## src/rtl/motion_pkg.sv

```systemverilog
// motion_pkg: FSM state type and width helper shared by motion_ctrl and its tests.
package motion_pkg;
   typedef enum logic [1:0] {IDLE, ALARM, HOLD} state_e;
   function automatic int width_of(input int n);
      return (n > 1) ? $clog2(n) : 1;
   endfunction
endpackage

```

## src/rtl/motion_ctrl_edge_detect.sv

```systemverilog
// edge_detect: one-cycle pulse on a 0->1 transition; history resets to 1 so a
// level held through reset release never fires.
module edge_detect (
   input  logic clk,
   input  logic reset,
   input  logic d,
   output logic rise
);
   logic hist_d, hist_q;
   always_comb hist_d = d;
   always_ff @(posedge clk or negedge reset)
      if (!reset) hist_q <= 1'b1;
      else        hist_q <= hist_d;
   assign rise = d & ~hist_q;
endmodule

```

## src/rtl/motion_ctrl.sv

```systemverilog
// motion_ctrl: lane position / speed level tracker with hazard alarm FSM.
// Define MOTION_WRAP_EN to make position wrap instead of saturate.
module motion_ctrl
   import motion_pkg::*;
#(
   parameter int LANES        = 8,
   parameter int SPEEDS       = 4,
   parameter int ALARM_CYCLES = 16
) (
   input  logic                          clk,
   input  logic                          reset,
   input  logic                          l_in,
   input  logic                          r_in,
   input  logic                          b_in,
   input  logic                          f_in,
   input  logic                          hazard_in,
   output logic [width_of(LANES)-1:0]    pos_out,
   output logic [width_of(SPEEDS)-1:0]   speed_out,
   output logic                          alarm_out
);
   localparam int PW = width_of(LANES);
   localparam int SW = width_of(SPEEDS);
   localparam int CW = width_of(ALARM_CYCLES);
   localparam logic [PW-1:0] POS_MAX  = PW'(LANES - 1);
   localparam logic [PW-1:0] POS_RST  = PW'(LANES / 2);
   localparam logic [SW-1:0] SPD_MAX  = SW'(SPEEDS - 1);
   localparam logic [CW-1:0] CNT_INIT = CW'(ALARM_CYCLES - 1);
`ifdef MOTION_WRAP_EN
   localparam logic [PW-1:0] POS_UNDER = POS_MAX;
   localparam logic [PW-1:0] POS_OVER  = '0;
`else
   localparam logic [PW-1:0] POS_UNDER = '0;
   localparam logic [PW-1:0] POS_OVER  = POS_MAX;
`endif

   logic l_ev, r_ev, b_ev, f_ev;
   edge_detect u_l (.clk(clk), .reset(reset), .d(l_in), .rise(l_ev));
   edge_detect u_r (.clk(clk), .reset(reset), .d(r_in), .rise(r_ev));
   edge_detect u_b (.clk(clk), .reset(reset), .d(b_in), .rise(b_ev));
   edge_detect u_f (.clk(clk), .reset(reset), .d(f_in), .rise(f_ev));

   state_e          state_d, state_q;
   logic [PW-1:0]   pos_d, pos_q;
   logic [SW-1:0]   spd_d, spd_q;
   logic [CW-1:0]   cnt_d, cnt_q;
   logic            alarm_d, alarm_q;

   // position steers in every state so the vehicle can dodge during an alarm
   always_comb begin
      pos_d = pos_q;
      if (l_ev && !r_ev) pos_d = (pos_q == '0) ? POS_UNDER : pos_q - PW'(1);
      if (r_ev && !l_ev) pos_d = (pos_q == POS_MAX) ? POS_OVER : pos_q + PW'(1);
   end

   always_comb begin
      state_d = state_q;
      spd_d   = spd_q;
      cnt_d   = cnt_q;
      alarm_d = alarm_q;
      case (state_q)
         IDLE:
            if (hazard_in && spd_q != '0) begin
               state_d = ALARM;
               spd_d   = '0;
               alarm_d = 1'b1;
               cnt_d   = CNT_INIT;
            end else if (f_ev && !b_ev && spd_q != SPD_MAX) spd_d = spd_q + SW'(1);
            else if (b_ev && !f_ev && spd_q != '0) spd_d = spd_q - SW'(1);
         ALARM:
            if (cnt_q == '0) begin
               alarm_d = 1'b0;
               state_d = hazard_in ? HOLD : IDLE;
            end else cnt_d = cnt_q - CW'(1);
         HOLD: begin
            spd_d = '0;
            if (!hazard_in) state_d = IDLE;
         end
         default: state_d = IDLE;
      endcase
   end

   always_ff @(posedge clk or negedge reset)
      if (!reset) begin
         state_q <= IDLE;
         pos_q   <= POS_RST;
         spd_q   <= '0;
         cnt_q   <= '0;
         alarm_q <= 1'b0;
      end else begin
         state_q <= state_d;
         pos_q   <= pos_d;
         spd_q   <= spd_d;
         cnt_q   <= cnt_d;
         alarm_q <= alarm_d;
      end

   assign pos_out   = pos_q;
   assign speed_out = spd_q;
   assign alarm_out = alarm_q;
endmodule
```

## config.mk

```make
export PLATFORM = sky130hd
export DESIGN_NAME = motion_ctrl
export DESIGN_NICKNAME = d
export VERILOG_FILES = /design/src/rtl/motion_pkg.sv /design/src/rtl/motion_ctrl_edge_detect.sv /design/src/rtl/motion_ctrl.sv
export SDC_FILE = /design/constraint.sdc
export NUM_CORES = 1
export LEC_CHECK = 0
export ABC_AREA = 1
export CAP_MARGIN = 20
export CORE_ASPECT_RATIO = 0.9
export CORE_UTILIZATION = 52
export DETAILED_ROUTE_END_ITERATION = 16
export HOLD_SLACK_MARGIN = 0.05
export MAX_ROUTING_LAYER = met4
export PLACE_DENSITY = 0.77
export SYNTH_ARGS = -nofsm -noshare
export SYNTH_HDL_FRONTEND = slang
export SYNTH_HIERARCHICAL = 1
export SYNTH_SLANG_ARGS = --single-unit
```

## constraint.sdc

```tcl
create_clock -name clk -period 1.4 [get_ports clk]
set_input_delay 0.28 -clock clk [delete_from_list [all_inputs] [get_ports clk]]
set_output_delay 0.28 -clock clk [all_outputs]
set_load 0.005 [all_outputs]
```

==> impl_results.md <==
- Initial cell density of the core: 58.7%
- Logic depth of the worst register-to-register path: 6
- Io pins: 13
- Worst clock skew: 5.86 ps
- Slowest cell on the critical path: sky130_fd_sc_hd__clkdlybuf4s50_1
- Net count of the mapped netlist: 129
- Final-layout fill cell count: 124
- Detailed-route wire length per cell: 10.9 um
- Multi-input logic area: 437 sq um
- Total number of clock tree sinks: 16
- Worst relative slew slack: 84.7%
- CTS H-Tree Depth: 1
- Global-route usage over all layers: 21.9%
- Synthesized netlist cell count: 117
- Final hold violation count: 0
- Slowest cell delay on critical path: 480 ps
- Chip width: 45.8 um
- Post-synth cell types: 18
- Remaining DRCs: 0
- Fraction of power consumed by sequential logic: 32.4%
- Starting DRC count in detailed routing: 31
- Fin util: 78.5%
- Worst hold path class: in2async
- Worst skew pair latency: 280 ps
- Post-route antenna net violation count: 0
- Nets: 159
- Proportion of total power due to net switching: 41.4%
- FF/Latch Area: 407 sq um
- CTS tree: done
- P_leak: 0.000638 uW
- Vias in the first global route: 699
- Sw Pwr: 963 uW
- Share of the clock period used by the worst path: 97.4%
- Cell at the root of the clock tree: sky130_fd_sc_hd__clkbuf_4
- R2r endpoint: pos_out[2]$_DFFE_PN1P_
- Residual overflow from global routing: 0
- Clock slew at reported path FFs: 90 ps
- Detailed placer's ending HPWL: 1260 um
- Placed Instance Area: 0.00109 sq mm
- Async set-or-reset flop fraction in the synthesized netlist: 100%
- Critical path required time: 1600 ps
- Clock buffers created by TritonCTS: 3
- Category of the critical setup timing path: in2reg
- Number of flops mapped to enable cells by yosys: 0
- Cell seen most often among critical-path stages: sky130_fd_sc_hd__inv_1
- Result of the run: finished clean
- Timing-limited maximum frequency: 733 MHz
- Std-Cell Rows: 13
- Final RePlAce weighted congestion: 0.853
- Area delta synth->final: 33.8%
- Worst-case clock buffer depth: 2
- Internal: 1360 uW
- Number of antenna violations at the first check in global routing: 0
- Startpoint kind of the worst setup timing path: primary input
- R2r startpoint: u_l/hist_q$_DFF_PN1_
- First-pass iteration count of the detailed router: 4
- Synthesized cell area: 897 sq um
- Max rail drop VDD: 1.25 mV
- Power share of the combinational group: 54.7%
- Via count: 832
- Synthesized area divided by synthesized cell count: 7.67 sq um
- Reported max-cap violation count: 0
- Critical path, cell by cell: clkdlybuf4s50_1 -> inv_1 -> nor2_2 -> inv_1 -> ha_4 -> inv_2 -> o21ai_0 -> a22oi_1
- Average via count per standard cell: 4.95
- Number of buffers inserted by port buffering: 12
- Power density over the cells: 1940 mW/mm^2
- Pins over their slew limit: 0
- Layout cells sized above 1: 24.7%
- Part of the power in the clock network: 12.8%
- Cell family with the largest share of critical-path delay: buffers and inverters
- Sequential fraction of the synthesis area: 45.3%
- Total of flip-flops plus latches after synthesis: 16
- Worst reg2reg setup slack: 80 ps
- Overall die height: 41.4 um
- Overall routed net length: 1840 um
- Maximum number of pins on one net before global-route repair: 17
- Post-route cell area: 0.00120 sq mm
- ANT cells: 0
- Area inside the core boundary: 0.00153 sq mm
- Worst-path maximum fanout: 6
- First-pass GRT wire length: 2920 um
- Most common flop cell mapped by yosys: sky130_fd_sc_hd__dfrtp_1
- Critical path buffers and inverters: 4
- Slew at the pin closest to its max-slew limit: 226 ps
- Shortest clock period the worst path allows after layout: 1360 ps
- Die Outline Area: 0.00190 sq mm
- Final Setup Violations: 0
- Warning count from the yosys run: 6
- Data arrival time of the critical path: 1560 ps
- Critical Path End Type: flop
cell usage after synthesis (2+ instances only):
library cell	number	area, sq um
sky130_fd_sc_hd__nand2_1	29	109
sky130_fd_sc_hd__dfrtp_1	11	275
sky130_fd_sc_hd__dfstp_2	5	131
sky130_fd_sc_hd__o21ai_0	5	25.0
sky130_fd_sc_hd__nor2_1	14	52.6
sky130_fd_sc_hd__nand4_1	2	12.5
sky130_fd_sc_hd__nand3_1	11	55.1
sky130_fd_sc_hd__inv_1	22	82.6
sky130_fd_sc_hd__ha_1	5	62.6
sky130_fd_sc_hd__nor2_2	5	31.3
power by group through the flow:
stage / registers (uW) / logic (uW) / clock network [uW]
floorplan: 784 / 750 / 0
global placement: 791 / 1070 / 0
detailed placement: 799 / 1100 / 0
CTS: 747 / 1210 / 312
global route: 772 / 1450 / 334
finish: 755 / 1270 / 299
stage by stage:
stage	setup TNS, ps	setup WS (ps)	power (uW)	hold slack [ps]	instances
after floorplan	0	164	1530	-15.6	117
after global placement	-1020	-262	1860	480	157
after detailed placement	-1250	-317	1900	496	157
after CTS	0	3.29	2270	308	167
after global routing	-65.1	-65.1	2560	318	168
final	0	35.9	2330	308	168
placed cells by master, fill, tap and decap left out, types with 4 or more instances in the layout:
cell type / n
sky130_fd_sc_hd__buf_4: 13
sky130_fd_sc_hd__clkdlybuf4s50_1: 6
sky130_fd_sc_hd__dfrtp_1: 11
sky130_fd_sc_hd__dfstp_2: 5
sky130_fd_sc_hd__dlygate4sd2_1: 6
sky130_fd_sc_hd__inv_1: 20
sky130_fd_sc_hd__nand2_1: 28
sky130_fd_sc_hd__nand3_1: 11
sky130_fd_sc_hd__nor2_1: 14
sky130_fd_sc_hd__nor2_2: 4
sky130_fd_sc_hd__o21ai_0: 4
how the worst max path moves through the flow:
stage | start | endpoint | slack (ps) | cells after the start
floorplan | u_r/hist_q$_DFF_PN1_ | pos_out[2]$_DFFE_PN1P_ | 160 | 5
global placement | l_in | pos_out[2]$_DFFE_PN1P_ | -260 | 8
detailed placement | l_in | pos_out[2]$_DFFE_PN1P_ | -320 | 8
CTS | l_in | pos_out[2]$_DFFE_PN1P_ | 3 | 8
global route | l_in | pos_out[2]$_DFFE_PN1P_ | -70 | 9
finish | l_in | pos_out[2]$_DFFE_PN1P_ | 40 | 8
cells by family (layout without fill, tap and decap cells):
family	count (synthesis)	count (layout)	share of synthesized area, %
buffers and inverters	22	51	9.21
AND/OR/NAND/NOR	65	65	33.1
AO/OA/AOI/OAI	9	9	5.44
flip-flops	16	16	45.3
adder cells (fa/ha/maj)	5	5	6.97
layer usage:
| layer | vias up | global-route usage [%] | share of wire (%) |
|---|---|---|---|
| li1 | 426 | - | - |
| met1 | 373 | 28.9 | 47 |
| met2 | 29 | 32.9 | 47 |
| met3 | 4 | 6.52 | 4.7 |
| met4 | 0 | 5.29 | 1.3 |
| met5 | - | - | 0 |
repair_timing:
action	CTS	global route
hold buffers	0	0
gates resized for setup	7	7
endpoints found under the setup margin	7	7
pin swaps	0	3
buffers inserted	6	1
flip-flops by register name, summed over array words and instances (netlist names):
register    count
u_f/hist_q      1
u_l/hist_q      1
cnt_q           4
u_r/hist_q      1
state_q         2
u_b/hist_q      1
alarm_out       1
speed_out       2
pos_out         3
area by class of cell:
| type | count | area share, % |
|---|---|---|
| Timing Repair Buffer | 25 | 17.5 |
| Inverter | 22 | 6.88 |
| Tap cell | 22 | 2.29 |
| Sequential cell | 16 | 33.9 |
| Clock buffer | 4 | 3.02 |
| Multi-Input combinational cell | 79 | 36.4 |
Power figures use the tool's default switching activity.
